$ cat config.mk
export PLATFORM = sky130hd
export DESIGN_NAME = bram_prog_loader
export DESIGN_NICKNAME = d
export VERILOG_FILES = /design/src/rtl/bram_prog_loader.sv
export SDC_FILE = /design/constraint.sdc
export NUM_CORES = 1
export LEC_CHECK = 0
export ABC_AREA = 1
export CAP_MARGIN = 20
export CORE_MARGIN = 2
export CORE_UTILIZATION = 45
export DETAILED_ROUTE_END_ITERATION = 12
export HOLD_SLACK_MARGIN = 0.02
export PLACE_DENSITY = 0.78
export SLEW_MARGIN = 20
export SYNTH_ARGS = -nofsm -noshare
export SYNTH_HDL_FRONTEND = slang
export SYNTH_SLANG_ARGS = --single-unit
export TNS_END_PERCENT = 20
$ cat constraint.sdc
create_clock -name clk_i -period 3.95 [get_ports clk_i]
set_input_delay 0.395 -clock clk_i [delete_from_list [all_inputs] [get_ports clk_i]]
set_output_delay 0.395 -clock clk_i [all_outputs]
set_load 0.02 [all_outputs]
$ cat src/rtl/bram_prog_loader.sv
// Byte-stream program loader: framed bytes -> little-endian words -> instruction BRAM write port.
// Defining LOADER_CHECKSUM_EN adds the trailing mod-256 checksum byte and the CHECK state.
module bram_prog_loader #(
    parameter logic [31:0] BASE_ADDR = 32'h0000_0000,
    parameter int unsigned MAX_WORDS = 1024
) (
    input  logic        clk_i,
    input  logic        reset_i,
    input  logic        start_i,
    input  logic [7:0]  s_data_i,
    input  logic        s_valid_i,
    output logic        s_ready_o,
    output logic        bram_en_o,
    output logic [3:0]  bram_we_o,
    output logic [31:0] bram_addr_o,
    output logic [31:0] bram_din_o,
    output logic        core_reset_o,
    output logic        load_done_o,
    output logic        load_error_o,
    output logic [15:0] words_written_o
);

    localparam logic [15:0] MaxLen = 16'(MAX_WORDS);

    typedef enum logic [2:0] {
        S_IDLE,
        S_LEN_LO,
        S_LEN_HI,
        S_DATA,
`ifdef LOADER_CHECKSUM_EN
        S_CHECK,
`else
        S_FLUSH,
`endif
        S_DONE,
        S_ERROR
    } state_t;

    state_t      state_q;
    logic [15:0] len_q;
    logic [1:0]  idx_q;
    logic [23:0] asm_q;
    logic [31:0] addr_q;
    logic [31:0] din_q;
    logic        en_q;
    logic [3:0]  we_q;
    logic [15:0] words_written_q;
    logic        core_reset_q;
    logic        done_q;
    logic        error_q;
`ifdef LOADER_CHECKSUM_EN
    logic [7:0]  sum_q;
`endif

    logic        accept_d;
    logic [15:0] len_d;
    logic [31:0] word_d;
    logic        last_word_d;

    always_comb begin
        s_ready_o = 1'b0;
        case (state_q)
            S_LEN_LO, S_LEN_HI, S_DATA: s_ready_o = 1'b1;
`ifdef LOADER_CHECKSUM_EN
            S_CHECK:                    s_ready_o = 1'b1;
`endif
            default:                    s_ready_o = 1'b0;
        endcase
    end

    // The previous word has always been committed by the time a 4th byte arrives,
    // so the committed count identifies the final word of the image.
    assign accept_d    = s_valid_i & s_ready_o;
    assign len_d       = {s_data_i, len_q[7:0]};
    assign word_d      = {s_data_i, asm_q};
    assign last_word_d = (words_written_q == len_q - 16'd1);

    assign bram_en_o       = en_q;
    assign bram_we_o       = we_q;
    assign bram_addr_o     = addr_q;
    assign bram_din_o      = din_q;
    assign core_reset_o    = core_reset_q;
    assign load_done_o     = done_q;
    assign load_error_o    = error_q;
    assign words_written_o = words_written_q;

    always_ff @(posedge clk_i or posedge reset_i) begin
        if (reset_i) begin
            state_q         <= S_IDLE;
            len_q           <= 16'd0;
            idx_q           <= 2'd0;
            asm_q           <= 24'd0;
            addr_q          <= BASE_ADDR;
            din_q           <= 32'd0;
            en_q            <= 1'b0;
            we_q            <= 4'h0;
            words_written_q <= 16'd0;
            core_reset_q    <= 1'b1;
            done_q          <= 1'b0;
            error_q         <= 1'b0;
`ifdef LOADER_CHECKSUM_EN
            sum_q           <= 8'd0;
`endif
        end else begin
            // Commit of a write cycle; the stream keeps flowing in parallel.
            if (en_q) begin
                en_q            <= 1'b0;
                we_q            <= 4'h0;
                addr_q          <= addr_q + 32'd4;
                words_written_q <= words_written_q + 16'd1;
            end
            case (state_q)
                S_IDLE, S_DONE, S_ERROR: begin
                    if (start_i) begin
                        state_q         <= S_LEN_LO;
                        core_reset_q    <= 1'b1;
                        done_q          <= 1'b0;
                        error_q         <= 1'b0;
                        words_written_q <= 16'd0;
                    end
                end
                S_LEN_LO: begin
                    if (accept_d) begin
                        len_q[7:0] <= s_data_i;
                        state_q    <= S_LEN_HI;
                    end
                end
                S_LEN_HI: begin
                    if (accept_d) begin
                        len_q <= len_d;
                        if (len_d == 16'd0 || len_d > MaxLen) begin
                            state_q <= S_ERROR;
                            error_q <= 1'b1;
                        end else begin
                            words_written_q <= 16'd0;
                            addr_q          <= BASE_ADDR;
                            idx_q           <= 2'd0;
`ifdef LOADER_CHECKSUM_EN
                            sum_q           <= 8'd0;
`endif
                            state_q         <= S_DATA;
                        end
                    end
                end
                S_DATA: begin
                    if (accept_d) begin
                        idx_q <= idx_q + 2'd1;
`ifdef LOADER_CHECKSUM_EN
                        sum_q <= sum_q + s_data_i;
`endif
                        case (idx_q)
                            2'd0: asm_q[7:0]   <= s_data_i;
                            2'd1: asm_q[15:8]  <= s_data_i;
                            2'd2: asm_q[23:16] <= s_data_i;
                            default: begin
                                din_q <= word_d;
                                en_q  <= 1'b1;
                                we_q  <= 4'hF;
                                if (last_word_d) begin
`ifdef LOADER_CHECKSUM_EN
                                    state_q <= S_CHECK;
`else
                                    state_q <= S_FLUSH;
`endif
                                end
                            end
                        endcase
                    end
                end
`ifdef LOADER_CHECKSUM_EN
                S_CHECK: begin
                    if (accept_d) begin
                        if (s_data_i == sum_q) begin
                            state_q      <= S_DONE;
                            done_q       <= 1'b1;
                            core_reset_q <= 1'b0;
                        end else begin
                            state_q <= S_ERROR;
                            error_q <= 1'b1;
                        end
                    end
                end
`else
                S_FLUSH: begin
                    state_q      <= S_DONE;
                    done_q       <= 1'b1;
                    core_reset_q <= 1'b0;
                end
`endif
                default: state_q <= S_IDLE;
            endcase
        end
    end

endmodule

# --- Word-level counts from Yosys, hierarchy flattened ---
# Index checks and enable logic that the tools add are counted.
# W data, S select, Z words.
classes:
  eq_ne: 17
  n_reduce_logical: 20
  addsub: 4
  bitwise_logic: 3
  n_mux: 38
  n_lt_le_gt_ge: 1
ops:
  columns: ["operator", "n"]
  rows:
  - ["$mux W32", 4]
  - ["$mux W16", 4]
  - ["$add A32 B3 Y32 const B", 1]
  - ["$pmux W16 S2", 1]
  - ["$mux W3", 7]
  - ["$add A16 B1 Y16 const B", 1]
  - ["$eq A16 B16 Y1", 1]
  - ["$gt A16 B11 Y1 const B", 1]
  - ["$logic_not A16 Y1", 1]
  - ["$mux W4", 4]
  - ["$ne A2 B2 Y1 const B", 8]
  - ["$pmux W8 S2", 1]
  - ["$sub A16 B1 Y16 const B", 1]
  - ["$pmux W3 S5", 1]
  - ["$reduce_and A3 Y1", 5]
  - ["$eq A3 B3 Y1 const B", 3]
  - ["$reduce_or A3 Y1", 3]
  - ["$mux W1", 8]
  - ["$mux W8", 1]
  - ["$reduce_and A4 Y1", 2]
  - ["$eq A3 B2 Y1 const B", 2]
  - ["$mux W2", 3]
  - ["$pmux W1 S2", 3]
  - ["$reduce_and A6 Y1", 1]
  - ["other kinds (12)", 16]
totals:
  register_bits: 133
  wordCells: 98
  out_inout_bits: 89
  in_bits: 12

# --- Longest topological paths before layout ---
depth:
  depth_word: 6
  ltp_mapped: 16
  ltp_nobuf: 16

# --- Worst setup path after synthesis ---
# OpenSTA, ideal clock, no wires.
synth_path:
  path_kind: "reg-to-reg"
  startpoint: "register words_written_q[1] (netlist: words_written_o[1])"
  endpoint: "register words_written_q[12] (netlist: words_written_o[12])"
  setup_slack_ps: 2093
  t_arrival_ps: 1738
  required_ps: 3832
  synth_period_minus_slack_ps: 1857
  setup_time_ps: 118
  path_buffers: 0
  stages_incl_launch_ff: 12
  path_cell_list: "dfrtp_1 ha_1 nand3_1 nor2_1 nand2_1 nor2_1 nand3_1 inv_1 nand3_1 nor2_1 xor2_1 nor2_1"
synth_via:
  elab_chain_len: 5
  word_cells_on_any_way: 6
  classes_between: "add/sub (1); mux (5)"
synth_lines:
  columns: ["item", "line", "source"]
  rows:
  - ["start: declaration", "47", "logic [15:0] words_written_q;"]
  - ["start signal: assignment", "110", "words_written_q <= words_written_q + 16'd1;"]
  - ["$add A16 B1 Y16 (*)", "110", null]
  - ["$mux W16 (*)", "106", "if (en_q) begin"]
  - ["$mux W16", "131", "if (len_d == 16'd0 || len_d > MaxLen) begin"]
  - ["$mux W16", "129", "if (accept_d) begin"]
  - ["$pmux W16 S2 (*)", "112", "case (state_q)"]
# Mark *: on every way between the ends. The rest lies on a longest branch, timed or not.
# A chain may end at the register's enable or synchronous reset.

# --- Final worst setup path ---
layout_path:
  startpoint: "register state_q[0]"
  endpoint: "output port s_ready_o"
layout_via:
  elab_chain_len: 3
  word_cells_on_any_way: 5
  classes_between: "eq/ne (3); mux (1); reduce/logical (1)"
layout_lines:
  columns: ["item", "line", "source"]
  rows:
  - ["start: declaration", "39", "state_t state_q;"]
  - ["start signal: assignment", "89", "state_q <= S_IDLE;"]
  - ["start signal: assignment", "115", "state_q <= S_LEN_LO;"]
  - ["start signal: assignment", "125", "state_q <= S_LEN_HI;"]
  - ["$eq A3 B1 Y1 / $eq A3 B2 Y1 (equally long branches)", "62", "case (state_q)"]
  - ["$reduce_or A3 Y1 (*)", "62", null]
  - ["$mux W1 (*)", "62", null]
  - ["end: declaration", "12", "output logic s_ready_o,"]
# Marks and branches as above.

==> results.toml <==
[run_status]
outcome = "completed"

[global_route]
grt_pass1_wl_um = 25700
grt_max_degree = 79
grt_pass1_vias = 5305
overflow = 0
grt_use_total_pct = 20.6
antenna_found_initial = 0

[power]
powerDensity_nw_per_um2 = 636
power.leakage_uw = 0.00397
irDropWorstVdd_mv = 0.348

[route]
drc = 0
drt-total-wl_um = 15200
drt_pass1_iterations = 5
drtIter0Drc = 421
vias = 5457
routedWlPerCell_um = 13.8
antenna_left = 0
viasPerCell = 4.97

[sta]
fin_crit_sh_pct = 56.4
worst_slack_ns = 1.72
fin_tns_setup_ns = 0
grt_setup_unrepaired = "false"
worstMarginPinSlew_ns = 0.678
report.final.hold_viol_count = 0
holdWs_ns = 0.427
maxSlewHeadroom_pct = 54.8
fmax_ghz = 0.449
period_needed_ns = 2.23
finClkSkew_ns = 0.00834
maxSlewViolCount = 0
setup_viol = 0

[worst_setup_path]
endpoint_kind = "output port"
start_kind = "flip-flop"
cp_data_required_time_ns = 3.56
critPathKind = "reg -> out"
arrival_ns = 1.83
cp_max_fo = 6

[yosys]
synthFlopType = "dfrtp_1"
ys_seq_area_share_pct = 50.1
yosys_warnings = 0
synth_edf_count = 0
synth.most_common_cell = "nand2_1"
avgSynthCellArea_um2 = 8.16
synthCells = 801
synth_top_cell_area_share_pct = 49.7
synth.distinct_cells = 42
synthTopCellsByArea = "dfrtp_1 50%, nand2_1 15%, inv_1 5.2%"
synth_largest_area_cell = "dfrtp_1"
ys_top_cells_by_count = "254 x nand2_1, 130 x dfrtp_1, 91 x inv_1, 70 x nor2_1, 57 x o21ai_0"
synthArstFlopShare_pct = 100
syn_area_um2 = 6540
ys_ff_latch = 131

[floorplanning]
num_rows = 44
chipWidth_um = 125
ios = 101
core_area_um2 = 14400
dieArea_um2 = 15500
start_util_pct = 45.5
die_h_um = 125

[layout]
final_nets = 922
layout-drive-gt1-share_pct = 8.75
fin_cells = 1098
antenna_cells = 0
area_growth_pct = 26.6
fin_area_um2 = 8280

[placed_design]
place_congestion = 0.849
place_ws_ns = 1.55
place_area_um2 = 7670
dp_hpwl_um = 10400
portBuffers = 98
dp_cells = 1067

[clock_network]
cts_tree = "built"
cts_made_buffers = 17
cts_setup_buffers = 0
clock_latency_ns = 0.43
ctsLongestPathBuffers = 2
cts.clk_slew.worst_paths_ns = 0.06
hold_buffers = 0
cts-root-buf = "clkbuf_16"
htree_levels = 4
cts.repair.resized = 0
cts_sinks = 131

[run]
cap_violations = 0

[min_path]
hold_class = "in -> async"
-- area by class of cell --
| type | instances | area [µm²] |
|---|---|---|
| repair buffers | 100 | 1010 |
| well taps | 184 | 230 |
| inverters | 93 | 352 |
| clock inverters | 14 | 180 |
| clock buffers | 17 | 425 |
| fillers | 1246 | 6090 |
| flip-flops and latches | 131 | 3280 |
| multi-input cells | 559 | 2800 |
-- metrics by stage --
stage | total power [µW] | util (%)
2_1_floorplan | 3090 | -
3_3_place_gp | 3600 | 53.4
3_5_place_dp | 3650 | 53.4
4_1_cts | 5280 | 57.6
5_1_grt | 5610 | 57.6
6_report | 5260 | 57.6
-- kinds of logic after synthesis --
logic type	share of synthesized area [%]
other	0.0573
and+or+nand+nor	29.3
xor gates and xnor gates	5.76
AOI/OAI and AO/OA	6.14
buffers and inverters	7.08
DFF	50.1
adders and majority gates	1.53
-- power breakdown --
group	switching, µW	internal (µW)
combinational	968	684
sequential	309	1690
clock	617	996
-- per-layer routing --
metal / track usage (%) / share of wire [%]
met2: 32.1 / 46
met5: 0 / 0
met4: 7.67 / 1.8
met3: 5.80 / 6.2
met1: 27.6 / 46
-- registers in the layout (all words and copies together), names as in the netlist, 2 cells and up --
| register | flops |
|---|---|
| idx_q | 2 |
| bram_addr_o | 30 |
| bram_we_o | 4 |
| len_q | 16 |
| bram_din_o | 32 |
| asm_q | 24 |
| words_written_o | 16 |
| state_q | 3 |
-- worst paths after layout --
check                           start         endpoint  slack (ns)  cells past startpoint
hold / removal                reset_i     bram_we_o[2]        0.43                      2
hold reg to reg              asm_q[2]    bram_din_o[2]        0.47                      2
max in group asynchronous     reset_i     core_reset_o        2.67                      3
setup reg to reg             len_q[0]  bram_addr_o[13]        1.76                     11
setup / recovery           state_q[0]        s_ready_o        1.72                      3
min in group clk_i           asm_q[2]    bram_din_o[2]        0.47                      2
-- critical path: stages, from the launching register on --
cell and delay (ns):
dfrtp_1 0.43, nor2_1 0.09, nor2_1 0.21, clkdlybuf4s50_1 0.66
-- layout by cell type, fill, tap and decap left out, types with 17 or more instances in the layout --
master	netlist	layout
o21ai_0	57	57
nand2_1	254	254
dfrtp_1	130	130
inv_1	91	90
clkdlybuf4s50_1	0	98
xor2_1	28	28
clkbuf_16	0	17
nand3_1	31	31
nor2_1	70	70
Power figures use the tool's default switching activity.
==> variant 1: new RTL, same flow settings <==
Register the output `load_error_o` once more, without a reset; this adds one clock of latency there. The other outputs are not delayed to match.
--- a/src/rtl/bram_prog_loader.sv
+++ b/src/rtl/bram_prog_loader.sv
@@ -81,7 +81,9 @@
     assign bram_din_o      = din_q;
     assign core_reset_o    = core_reset_q;
     assign load_done_o     = done_q;
-    assign load_error_o    = error_q;
+    always_ff @(posedge clk_i) begin
+        load_error_o <= error_q;
+    end
     assign words_written_o = words_written_q;
 
     always_ff @(posedge clk_i or posedge reset_i) begin
Check against the original RTL: not equivalent (a bounded check fails within 4 cycles, from zero or initial values and one cycle with reset_i high).
==> variant 1 against the original RTL <==
Wire length decreased by 0.96%; setup slack worse by 0.068 ns; synthesized area up 0.31%; sequential cell count up 1; design area rose by 0.20%; synthesized cell count increased by 0.12%; worst hold slack worse by 0.061 ns; register-to-register slack got worse by 0.11 ns; power is 0.51% lower; core utilization grew 0.11 points; critical path type is now flip-flop to flip-flop; critical endpoint is now words_written_o[14].
==> variant 1: results <==
[detailed_routing]
vias_per_cell = 4.99
top_layer_used = "met4"
wl_met3_um = 831
drt_iter0_drc = 458
wl_um = 15000
m1WireLength_um = 6900
first_pass_iters = 4
route.met2.wl_um = 7060

[global_routing]
grt_pass1_vias = 5225
use_met3_pct = 5.07
grtUsageMet1_pct = 26.9
grt_max_degree = 67
grt.total_usage_pct = 20.2
grt_pass1_wl_um = 25500
grt_antenna_before_repair = 0
use_met2_pct = 32.0

[run_status]
outcome = "finished clean"

[placement]
place_ws_ns = 1.50
hpwl_um = 10400
io_buffers = 98
gp_congestion = 0.867

[sta]
clock_skew_ns = 0.0101
slew_headroom_pct = 60.9

[yosys]
synthArstFlopShare_pct = 99.2
yosys-top-cells-area = "dfrtp_1, nand2_1, inv_1"
synthTopCellsByCount = "nand2_1, dfrtp_1, inv_1"
seq_area_frac_synth_pct = 50.3
synth.yosys.warnings = 0
synth-edff-count = 0
synth_cell_types = 43
synth_area_per_cell_um2 = 8.18

[critical_path]
cp_data_arrival_time_ns = 2.63
rr_worst_depth = 8
cpMaxStageDelayCell = "dfrtp_1"
worstPathMaxFanout = 14
max_stage_delay_ns = 0.59

[min_path]
holdCritPathClass = "input port to async pin"

[layout]
drive_gt1_share_pct = 8.83
num_antenna_cells = 0
largest_reg_flops = 32
fin_cells = 1101
fin_nets = 924

[power_and_ir_drop]
peakVddDrop_uv = 412
power.leakage_nw = 3.99

[clocking]
clock_path_buffers = 2
postCtsSetupBuffers = 0
worstSkewPairLatency_ns = 0.43
root_buffer = "clkbuf_16"
htreeDepth = 4
cts-buffers-inserted = 17
clkTransAtPathRegs_ns = 0.06
[variant 1: cell types whose count changed in the layout (fill, tap and decap cells not counted), sizes merged]
| cell | delta |
|---|---|
| buf | +1 |
| bufinv | -1 |
| clkbuf | +1 |
| clkinv | -2 |
| clkinvlp | -2 |
| dfxtp | +1 |
| inv | +5 |
[variant 1: path summary, 6_finish.rpt]
path	to	startpoint	slack (ns)
max	words_written_o[14]	bram_en_o	1.65
min	bram_din_o[5]	reset_i	0.37
max reg2reg	words_written_o[14]	bram_en_o	1.65
min reg2reg	load_error_o	error_q	0.42
max in group asynchronous	asm_q[12]	reset_i	2.83
min in group clk_i	load_error_o	error_q	0.42
[variant 1: layout make-up]
type	count	area [um2]
inverters	93	352
well taps	184	230
clock inverters	14	165
flip-flops and latches	132	3300
repair buffers	101	1020
fillers	1258	6080
clock buffers	18	429
multi-input cells	559	2800
[variant 1: where the power goes]
group	internal (mW)	switching (mW)	total, mW
sequential	1.70	0.303	2.00
clock	0.948	0.637	1.59
combinational	0.683	0.962	1.64
[variant 1: critical path, delay by kind of cell, from the launching register on]
family	cells	cell delay, ns
buf+inv	1	0.33
compound gates	1	0.12
flops	1	0.59
simple gates	6	1.17
[variant 1: cell families (layout without fill, tap and decap cells)]
family,Yosys count,count (layout),share of synthesized area [%]
flip-flops,132,132,50.3
AO/OA/AOI/OAI,76,76,6.12
buffers and inverters,112,226,7.06
other,1,2,0.0572
XOR/XNOR,43,43,5.74
AND/OR/NAND/NOR,430,430,29.2
adder cells (fa/ha/maj),8,8,1.53
[variant 1: through the flow]
stage,utilization (%),instance area [um2]
2_1_floorplan,-,6560
3_3_place_gp,53.6,7700
3_5_place_dp,53.6,7700
4_1_cts,57.7,8290
5_1_grt,57.7,8290
6_report,57.7,8290
==> variant 2: new RTL, config.mk and constraints unchanged <==
Without the edit above. `MAX_WORDS`: 1024 -> 768.
--- a/src/rtl/bram_prog_loader.sv
+++ b/src/rtl/bram_prog_loader.sv
@@ -2,7 +2,7 @@
 // Defining LOADER_CHECKSUM_EN adds the trailing mod-256 checksum byte and the CHECK state.
 module bram_prog_loader #(
     parameter logic [31:0] BASE_ADDR = 32'h0000_0000,
-    parameter int unsigned MAX_WORDS = 1024
+    parameter int unsigned MAX_WORDS = 768
 ) (
     input  logic        clk_i,
     input  logic        reset_i,
Behaviour: not the same (a bounded check fails within 4 cycles, from zero or initial values and one cycle with reset_i high).
==> variant 2 against the original RTL <==
Synthesized area fell by 0.36%; core utilization rose by 1.5 points; non-clock buffer count rose by 1; power fell by 3.9%; via count barely moved; setup slack got worse by 0.030 ns; sequential cell count did not move; wire length rose by 1.3%; design area fell by 0.11%; largest cell class unchanged; highest routed layer unchanged.
==> variant 2: results <==
[run_status]
outcome = "finished clean"

[yosys]
synthTopCellsByCount = "nand2_1, dfrtp_1, inv_1"
synth_cell_types = 39
yosys-top-cells-area = "dfrtp_1, nand2_1, inv_1"
syn_inst = 807
seq_area_frac_synth_pct = 50.3
yosysTopAreaCell = "dfrtp_1"

[critical_path]
max_stage_delay_ns = 0.41
crit_type = "flip-flop to flip-flop"
r2r_end = "bram_addr_o[18]"
path_delay_family = "simple AND/OR/NAND/NOR gates"
cpMaxStageDelayCell = "nand3_2"
reg2reg_slack_ns = 1.69
cp_data_arrival_time_ns = 2.57
worstPathMaxFanout = 22

[detailed_routing]
wl_um = 15400
drt_iter0_drc = 397
via_count = 5459
post_drt_wl_per_cell_um = 14.0

[layout]
num_antenna_cells = 0
fin_nets = 927
fillCellCount = 1266
drive_gt1_share_pct = 8.48

[sta]
fmax_ghz = 0.443
timing.hold.ws_ns = 0.411
slew_headroom_pct = 59.9
clock_skew_ns = 0.0139

[global_routing]
grt_pass1_wl_um = 25600
grt_pass1_vias = 5138
grt_max_degree = 86
grt.total_usage_pct = 20.5

[clocking]
root_buffer = "clkbuf_16"
cts-resized-gates = 0
clkTransAtPathRegs_ns = 0.07

[power_and_ir_drop]
peakVddDrop_uv = 413
internal-power_mw = 3.24
power.leakage_nw = 4.06

[placement]
place_ws_ns = 1.44
place_area_mm2 = 0.00766
hpwl_um = 10600
dp.cells = 1068
gp_congestion = 0.880
==> variant 2: changes by cell type in the layout (fill, tap and decap cells not counted), moves of 3 or more <==
cell,unedited run,this run
a21oi_1,11,8
inv_1,90,83
inv_2,2,8
nand2_1,254,258
nand3_1,31,42
nand3b_2,3,0
nor2_1,70,74
nor2_2,15,7
nor3_1,10,13
xor2_1,28,31
==> variant 2: power by group through the flow <==
stage	registers [mW]	logic [mW]	clock network [mW]
6_report	1.95	1.49	1.61
5_1_grt	2.00	1.69	1.68
4_1_cts	1.95	1.50	1.63
3_5_place_dp	1.97	1.49	0
3_3_place_gp	1.96	1.45	0
2_1_floorplan	2.04	0.902	0
==> variant 2: layout make-up <==
type	count	area (um2)	area share (%)
clock buffer	18	439	5.31
clock inverter	14	166	2.01
timing repair buffer	101	1020	12.3
inverter	92	348	4.21
tap	180	225	2.72
multi-input combinational	564	2790	33.8
sequential	131	3280	39.7
==> variant 2: cell families after synthesis <==
kind of cell               Yosys count  synth area share [%]
AOI/OAI and AO/OA                   70                  5.63
xor gates and xnor gates            44                  5.91
adders and majority gates            8                  1.54
buffers and inverters              113                  6.85
DFF                                131                  50.3
other                                1                0.0575
and+or+nand+nor                    440                  29.7
==> variant 2: worst register-to-register path: stages (launching register included) <==
cell     delay (ns)
dfrtp_1        0.38
inv_1          0.11
ha_1           0.22
nand4_1        0.16
nor3_1         0.06
nor2_1         0.12
nand2_1        0.10
inv_1          0.09
nand3_2        0.41
inv_2          0.32
or2_1          0.13
inv_1          0.03
==> variant 2: routing by layer <==
metal | wire, um | global-route usage [%]
met2 | 7210 | 32.7
met5 | 0 | 0
met4 | 297 | 7.20
met1 | 7000 | 28.0
met3 | 873 | 4.21
